File: src/rtl/booth4_pkg.sv
// Shared Booth radix-4 types and width helpers.
// Used by the sequential CSA multiplier and the Wallace-tree multiplier.
package booth4_pkg;

  typedef enum logic [2:0] {
    ZERO,
    POS1,
    POS2,
    NEG2,
    NEG1
  } digit_t;

  typedef enum logic [1:0] {
    IDLE,
    RUN,
    FINAL,
    DONE
  } state_t;

  function automatic int pw_of(input int w);
    return 2 * w;
  endfunction

  function automatic int digits_of(input int w);
    return w / 2;
  endfunction

  function automatic digit_t booth_dec(input logic [2:0] t);
    digit_t d;
    d = ZERO;
    unique case (t)
      3'b001, 3'b010: d = POS1;
      3'b011:         d = POS2;
      3'b100:         d = NEG2;
      3'b101, 3'b110: d = NEG1;
      default:        d = ZERO;
    endcase
    return d;
  endfunction

endpackage

File: src/rtl/booth4_csa_seq_mult_pp_sel.sv
// Radix-4 Booth partial-product selector (combinational).
// Picks 0/+-A/+-2A at product width and aligns it to digit k.
module booth4_pp_sel
  import booth4_pkg::*;
#(
  parameter int PW = 32,
  parameter int KW = 3
) (
  input  logic [2:0]    bits,
  input  logic [PW-1:0] a,
  input  logic [PW-1:0] na,
  input  logic [KW-1:0] k,
  output logic [PW-1:0] pp
);

  digit_t        d;
  logic [PW-1:0] sel;

  always_comb begin
    d   = booth_dec(bits);
    sel = '0;
    unique case (1'b1)
      (d == POS1): sel = a;
      (d == POS2): sel = a << 1;
      (d == NEG2): sel = na << 1;
      (d == NEG1): sel = na;
      default:     sel = '0;
    endcase
    pp = sel << {k, 1'b0};
  end

endmodule

File: src/rtl/compressor_3_2.sv
// Full-adder cell used as a 3:2 carry-save compressor.
// One instance per product bit in the accumulator row.
module compressor_3_2 (
  input  logic x,
  input  logic y,
  input  logic z,
  output logic s,
  output logic c
);

  assign s = x ^ y ^ z;
  assign c = (x & y) | (x & z) | (y & z);

endmodule

File: src/rtl/booth4_csa_seq_mult.sv
// Iterative radix-4 Booth multiplier, one PP per cycle into a CSA.
// Optional EARLY_TERM_EN stops once the remaining multiplier bits are sign.
module booth4_csa_seq_mult
  import booth4_pkg::*;
#(
  parameter int WIDTH = 16
) (
  input  logic               sys_clk,
  input  logic               sys_rst_n,
  input  logic               in_valid,
  output logic               in_ready,
  input  logic [WIDTH-1:0]   in_a,
  input  logic [WIDTH-1:0]   in_b,
  output logic               out_valid,
  input  logic               out_ready,
  output logic [2*WIDTH-1:0] out_p,
  output logic               busy
);

  localparam int PW     = pw_of(WIDTH);
  localparam int DIGITS = digits_of(WIDTH);
  localparam int KW     = $clog2(DIGITS);

  state_t        state, state_n;
  logic [PW-1:0] a_q, na_q, s_q;
  logic [PW-2:0] c_q;
  logic [WIDTH:0] b_q, b_sh;
  logic [KW-1:0] k_q;
  logic [PW-1:0] pp, cs, s_n, c_n, sum, a_ext;
  logic          accept, last;
  logic          unused_carry;

  assign accept   = in_valid & in_ready;
  assign in_ready = (state == IDLE);
  assign busy     = (state != IDLE);

  assign a_ext = {{WIDTH{in_a[WIDTH-1]}}, in_a};
  assign cs    = {c_q, 1'b0};
  assign sum   = s_q + cs;
  assign b_sh  = $signed(b_q) >>> 2;

  // The carry out of the top bit is beyond the product width.
  assign unused_carry = c_n[PW-1];

`ifdef EARLY_TERM_EN
  assign last = (k_q == KW'(DIGITS - 1))
              | (&b_sh) | (~|b_sh);
`else
  assign last = (k_q == KW'(DIGITS - 1));
`endif

  booth4_pp_sel #(
    .PW(PW),
    .KW(KW)
  ) u_pp_sel (
    .bits(b_q[2:0]),
    .a   (a_q),
    .na  (na_q),
    .k   (k_q),
    .pp  (pp)
  );

  for (genvar i = 0; i < PW; i++) begin : g_csa
    compressor_3_2 u_csa (
      .x(s_q[i]),
      .y(cs[i]),
      .z(pp[i]),
      .s(s_n[i]),
      .c(c_n[i])
    );
  end

  always_ff @(posedge sys_clk or negedge sys_rst_n) begin
    if (!sys_rst_n) state <= IDLE;
    else            state <= state_n;
  end

  always_comb begin
    state_n = state;
    unique case (state)
      IDLE:  if (accept) state_n = RUN;
      RUN:   if (last) state_n = FINAL;
      FINAL: state_n = DONE;
      DONE:  if (out_ready) state_n = IDLE;
      default: state_n = IDLE;
    endcase
  end

  always_ff @(posedge sys_clk or negedge sys_rst_n) begin
    if (!sys_rst_n) begin
      a_q       <= '0;
      na_q      <= '0;
      b_q       <= '0;
      s_q       <= '0;
      c_q       <= '0;
      k_q       <= '0;
      out_p     <= '0;
      out_valid <= 1'b0;
    end else begin
      unique case (state)
        IDLE: if (accept) begin
          a_q  <= a_ext;
          na_q <= -a_ext;
          b_q  <= {in_b, 1'b0};
          s_q  <= '0;
          c_q  <= '0;
          k_q  <= '0;
        end
        RUN: begin
          s_q <= s_n;
          c_q <= c_n[PW-2:0];
          b_q <= b_sh;
          k_q <= k_q + KW'(1);
        end
        FINAL: begin
          out_p     <= sum;
          out_valid <= 1'b1;
        end
        DONE: if (out_ready) out_valid <= 1'b0;
        default: ;
      endcase
    end
  end

endmodule
File: config.mk
export PLATFORM = sky130hd
export DESIGN_NAME = booth4_csa_seq_mult
export DESIGN_NICKNAME = d
export VERILOG_FILES = /design/src/rtl/booth4_pkg.sv /design/src/rtl/booth4_csa_seq_mult_pp_sel.sv /design/src/rtl/compressor_3_2.sv /design/src/rtl/booth4_csa_seq_mult.sv
export SDC_FILE = /design/constraint.sdc
export NUM_CORES = 1
export LEC_CHECK = 0
export CAP_MARGIN = 40
export CORE_MARGIN = 2
export CORE_UTILIZATION = 50
export CTS_CLUSTER_SIZE = 20
export DETAILED_ROUTE_END_ITERATION = 16
export DONT_BUFFER_PORTS = 1
export GPL_TIMING_DRIVEN = 0
export PLACE_DENSITY = 0.65
export RECOVER_POWER = 25
export SETUP_SLACK_MARGIN = 0.1
export SLEW_MARGIN = 20
export SYNTH_ARGS = -nofsm -noshare
export SYNTH_HDL_FRONTEND = slang
export SYNTH_HIERARCHICAL = 1
export SYNTH_SLANG_ARGS = --single-unit
File: constraint.sdc
create_clock -name sys_clk -period 5.65 [get_ports sys_clk]
set_clock_uncertainty 0.2 [all_clocks]
set_input_delay 0.8475 -clock sys_clk [delete_from_list [all_inputs] [get_ports sys_clk]]
set_output_delay 0.8475 -clock sys_clk [all_outputs]
set_load 0.05 [all_outputs]
* Word level (Yosys, flattened, before mapping)
Index checks and enable logic that the tools add are counted.
Word-level totals: bits of input ports 36, output and inout bits 35, flip-flop bits (word level) 166, logic and storage cells 274
Cells by class: $add $sub $neg 3, bitwise logic cells 216, muxes and demuxes 16, shift operators 1, equal/unequal tests 17, reduce and logical (&&, ||, !) cells 11
Operators by type and width (count):
- case mux 32 bit (4 select lines) | 1
- AND 1 bit | 92
- case mux 32 bit (2 select lines) | 1
- XOR 1 bit | 63
- case mux 31 bit (2 select lines) | 1
- OR 1 bit | 60
- case mux 17 bit (2 select lines) | 1
- adder 32 bit | 1
- two-way mux 32 bit | 1
- negator 32 bit | 1
- << shifter 32 x 4 -> 32 bit | 1
- two-way mux 31 bit | 1
- two-way mux 17 bit | 1
- equality test 3 bit (second input constant) | 5
- equality test 3 x 2 -> 1 bit (second input constant) | 4
- case mux 3 bit (4 select lines) | 1
- case mux 2 bit (4 select lines) | 1
- equality test 3 x 1 -> 1 bit (second input constant) | 2
- two-way mux 2 bit | 3
- case mux 3 bit (2 select lines) | 1
- AND reduction 2 bit | 3
- AND reduction 3 bit | 2
- nonzero test 2 bit | 3
- equality test 2 bit (second input constant) | 2
- 10 further kinds | 12

* Logic depth before layout (Yosys ltp)
depth in word-level cells 10, gate-level depth with buffers 11, depth with buffers taken out 9

* Hierarchy
The synthesis kept the hierarchy.
By module, submodules not included:
- booth4_csa_seq_mult | cells an instance 729, instances 1, area an instance 8130.3 um^2, seq. area each 4129.0 um^2
- booth4_pp_sel | cells an instance 326, instances 1, area an instance 2466.1 um^2, seq. area each 0.0 um^2
- compressor_3_2 | cells an instance 1, instances 32, area an instance 20.0 um^2, seq. area each 0.0 um^2

* Least setup slack after synthesis
OpenSTA, ideal clock, no wires.
path type register -> register, start register state[0], end register s_q[21], data required time 5384 ps, data arrival time 2584 ps, clock period less this slack 2850 ps, buffers on the path 2, cell stages (with the launch flop) 8, slack 2800 ps, library setup time 66 ps, path through dfrtp_1 inv_1 ha_1 inv_1 a21boi_1 clkbuf_1 buf_1 a22o_1
Between the ends: longest elaborated chain between the ends 4, elaborated cells on any way between the ends 7, those cells by class eq/ne: 2; mux: 1; bitwise: 1; reduce/logical: 3
Ends and longest elaborated chain:
- start, declared | line booth4_csa_seq_mult.sv:24 | state_t state, state_n;
- start signal, assigned | line booth4_csa_seq_mult.sv:75 | else state <= state_n;
- zero test 2 bit * | line booth4_csa_seq_mult.sv:34 | assign in_ready = (state == IDLE);
- via in_ready | line booth4_csa_seq_mult.sv:11 | output logic in_ready,
- AND 1 bit | line booth4_csa_seq_mult.sv:33 | assign accept = in_valid & in_ready;
- != test 2 x 1 -> 1 bit (no line)
- AND reduction 2 bit (no line)
- end signal, assigned | line booth4_csa_seq_mult.sv:110 | s_q <= s_n;
- end, declared | line booth4_csa_seq_mult.sv:25 | logic [PW-1:0] a_q, na_q, s_q;
The timed path passes the listed nets; every way through them passes the cells marked *. A chain may end at the register's enable or synchronous reset.

* Final worst setup path
start register state[0], end register s_q[23]
The elaborated chain is that of the path after synthesis.

==> summary.md <==
| Metric | Value |
|---|---|
| Row count | `54` |
| TNS Setup | `0 ns` |
| DIE WIDTH | `154 um` |
| Crit path time final | `3.59 ns` |
| Initial antenna violation count | `0` |
| DRC | `0` |
| Nature of the critical path startpoint | `flop` |
| FMAX | `279 MHz` |
| Worst-Skew Late Latency | `0.43 ns` |
| GPL Wtd Cong | `0.914` |
| TritonCTS clock tree | `done` |
| Fillers | `1914` |
| FF-to-FF Start | `state[0]` |
| Core area | `0.0220 mm^2` |
| Placed inst area | `0.0116 mm^2` |
| Die area | `0.0237 mm^2` |
| Worst setup EP type | `flop` |
| Peak VDD IR | `262 uV` |
| Grt ovf | `0` |
| Post-DP HPWL | `21000 um` |
| Seq/Total Area, Yosys | `0.367` |
| Commonest cells after routing, fill and taps aside | `dfrtp_1, nand2_1, mux2i_1, a22o_1, o21ai_0` |
| Vias in the first global route | `8523` |
| Power per cell area | `636 mW/mm^2` |
| Setup crit start | `state[0]` |
| Layout area overhead | `9.06%` |
| Syn Nets | `1195` |
| DR WL/cell | `19.9 um` |
| Final Hold Fails | `0` |
| Crit path required time | `5.80 ns` |
| Normalized max-slew margin | `0.443` |
| Worst-path maximum fanout | `10` |
| Final nets | `1219` |
| Maxcap violations | `0` |
| Unrepaired setup endpoints after global routing | `false` |
| Yosys reg bits | `165` |
| CTS sink count | `165` |
| ANT cells | `0` |
| Area of the multi-input gates | `0.00660 mm^2` |
| Final instance area | `0.0123 mm^2` |
| Setup bufs post-CTS | `0` |
| IO Port Bufs | `0` |
| First-pass GRT wire length | `45200 um` |
| Mean post-synth cell area | `10.3 um^2` |
| Ys Warns | `6` |
| Cell count after synthesis | `1087` |
| Final Setup Violations | `0` |
| Drt total wl | `28000 um` |
| Main synth FF type | `dfrtp_1` |
| Layout cells sized above 1 | `0.150` |
| Max clock buf depth | `2` |
| Root Buffer Master | `clkbuf_16` |
| DR iter-0 viols | `781` |
| EDFF count, synth | `0` |
| Max-slew violations | `0` |
| Die height | `154 um` |
| Final worst-path cycle share | `0.635` |
| Crit path kind | `reg -> reg` |
| Tightest Hold Check Type | `in -> async` |
| P_leak | `0.00541 uW` |
| Critical path arrival | `3.74 ns` |
| Ys async rst share | `1.00` |
| Gr usage total | `0.240` |
| CTS clk-pin slew, worst paths | `0.07 ns` |
| Largest net degree at the start of global routing | `166` |
| Slew of the pin with the lowest slew margin | `0.836 ns` |
| Synth cell types | `89` |
| R2R setup slack | `2.06 ns` |
| I/O pin count | `71` |
| Worst Reg2Reg Path Length in Cells | `7` |
| CTS HTree Levels | `4` |
| Register area | `0.00413 mm^2` |
| Hold WS | `0.227 ns` |
| Cell area after synthesis | `0.0112 mm^2` |
| Via density | `6.14` |
| CTS Buf Count | `17` |
| Vias | `8614` |
| Pre-Repair DR Iteration Count | `5` |
| Commonest non-fill, non-tap cell in the layout | `dfrtp_1` |
| Antenna Nets Post-Route | `0` |
| Outcome | `completed` |
| Initial Util | `0.512` |
| Worst Setup EP | `s_q[23]` |
| RR Endpoint | `s_q[23]` |
==> metrics by stage <==
step | setup slack, ns | total power (uW) | utilization | cells
2_1_floorplan | 2.80 | 5490 | - | 1087
3_3_place_gp | 2.11 | 6460 | 0.528 | 1367
5_1_grt | 1.85 | 8390 | 0.558 | 1404
6_report | 2.06 | 7800 | 0.558 | 1404
4_1_cts | 2.02 | 7790 | 0.558 | 1403
3_5_place_dp | 2.05 | 6540 | 0.529 | 1370
==> logic make-up after synthesis <==
group | Yosys count | share of synthesized area
buffers and inverters | 101 | 0.0450
AND/OR/NAND/NOR | 220 | 0.0953
AO/OA/AOI/OAI | 360 | 0.233
XOR/XNOR | 39 | 0.0311
multiplexers | 129 | 0.125
adder cells (fa/ha/maj) | 72 | 0.102
flip-flops | 165 | 0.367
other | 1 | 0.000334
==> what timing repair did <==
action / 4_1_cts / 5_1_grt
setup endpoints to repair: 0 / 0
resized for setup: 0 / 0
hold endpoints to repair: 165 / 0
hold buffers: 1 / 0
==> Yosys cell counts (5+ instances only) <==
cell / count / area (um^2)
a211oi_1: 13 / 97.6
a21o_1: 27 / 203
a21oi_1: 56 / 280
a21oi_2: 7 / 61.3
a221oi_1: 13 / 114
a22o_1: 69 / 604
buf_1: 5 / 18.8
buf_2: 18 / 90.1
buf_4: 8 / 60.1
buf_6: 6 / 67.6
clkbuf_1: 35 / 131
dfrtp_1: 165 / 4130
fa_1: 33 / 661
ha_1: 39 / 488
inv_1: 26 / 97.6
mux2_2: 54 / 608
mux2i_1: 70 / 701
nand2_1: 95 / 357
nand2b_1: 13 / 81.3
nand3_1: 6 / 30.0
nand3b_1: 10 / 75.1
nand4_1: 9 / 56.3
nor2_1: 42 / 158
nor2b_1: 9 / 56.3
nor3_1: 10 / 50.1
o21ai_0: 61 / 305
o21ai_1: 11 / 55.1
o21bai_1: 5 / 37.5
o22ai_1: 29 / 181
o32ai_1: 7 / 61.3
xnor2_1: 23 / 201
xor2_1: 15 / 131
==> final cells by class <==
class | instances | area share
multi-input combinational | 821 | 0.539
sequential | 165 | 0.337
clock buffer | 23 | 0.0398
buffer | 75 | 0.0333
tap | 280 | 0.0286
clock inverter | 9 | 0.00949
inverter | 26 | 0.00796
timing repair buffer | 5 | 0.00521
==> how the worst min path moves through the flow <==
| stage | start | endpoint | slack (ns) | cells past startpoint |
|---|---|---|---|---|
| after CTS | sys_rst_n | out_p[6] | 0.28 | 1 |
| after global routing | sys_rst_n | out_p[5] | 0.29 | 1 |
| after floorplan | b_q[10] | b_q[10] | 0.25 | 2 |
| final | sys_rst_n | out_p[4] | 0.23 | 1 |
| after global placement | b_q[3] | b_q[3] | 0.26 | 2 |
| after detailed placement | b_q[3] | b_q[3] | 0.27 | 2 |
==> worst max-delay path: stages (launching register included) <==
cell and delay, ns:
dfrtp_1 0.40, inv_1 0.13, ha_1 0.58, inv_1 0.42, a21boi_1 0.69, clkbuf_1 0.41
buf_1 0.45, a22o_1 0.22
==> report_power, final <==
part / internal (uW) / switching (uW)
clock: 703 / 491
sequential: 1660 / 821
combinational: 1720 / 2400
==> routing by layer <==
layer  share of wire  track usage  up-vias
met5               0            0        -
met4           0.026       0.0792        0
met3           0.041       0.0406       38
met2            0.47        0.397      240
met1            0.46        0.324     4236
li1                -            -     4100
==> registers in the layout (all words and copies together) (netlist names) <==
signal	count
s_q	32
b_q	17
state	2
a_q	16
c_q	31
k_q	3
out_p	32
out_valid	1
na_q	31
(Power assumes the default switching activity.)
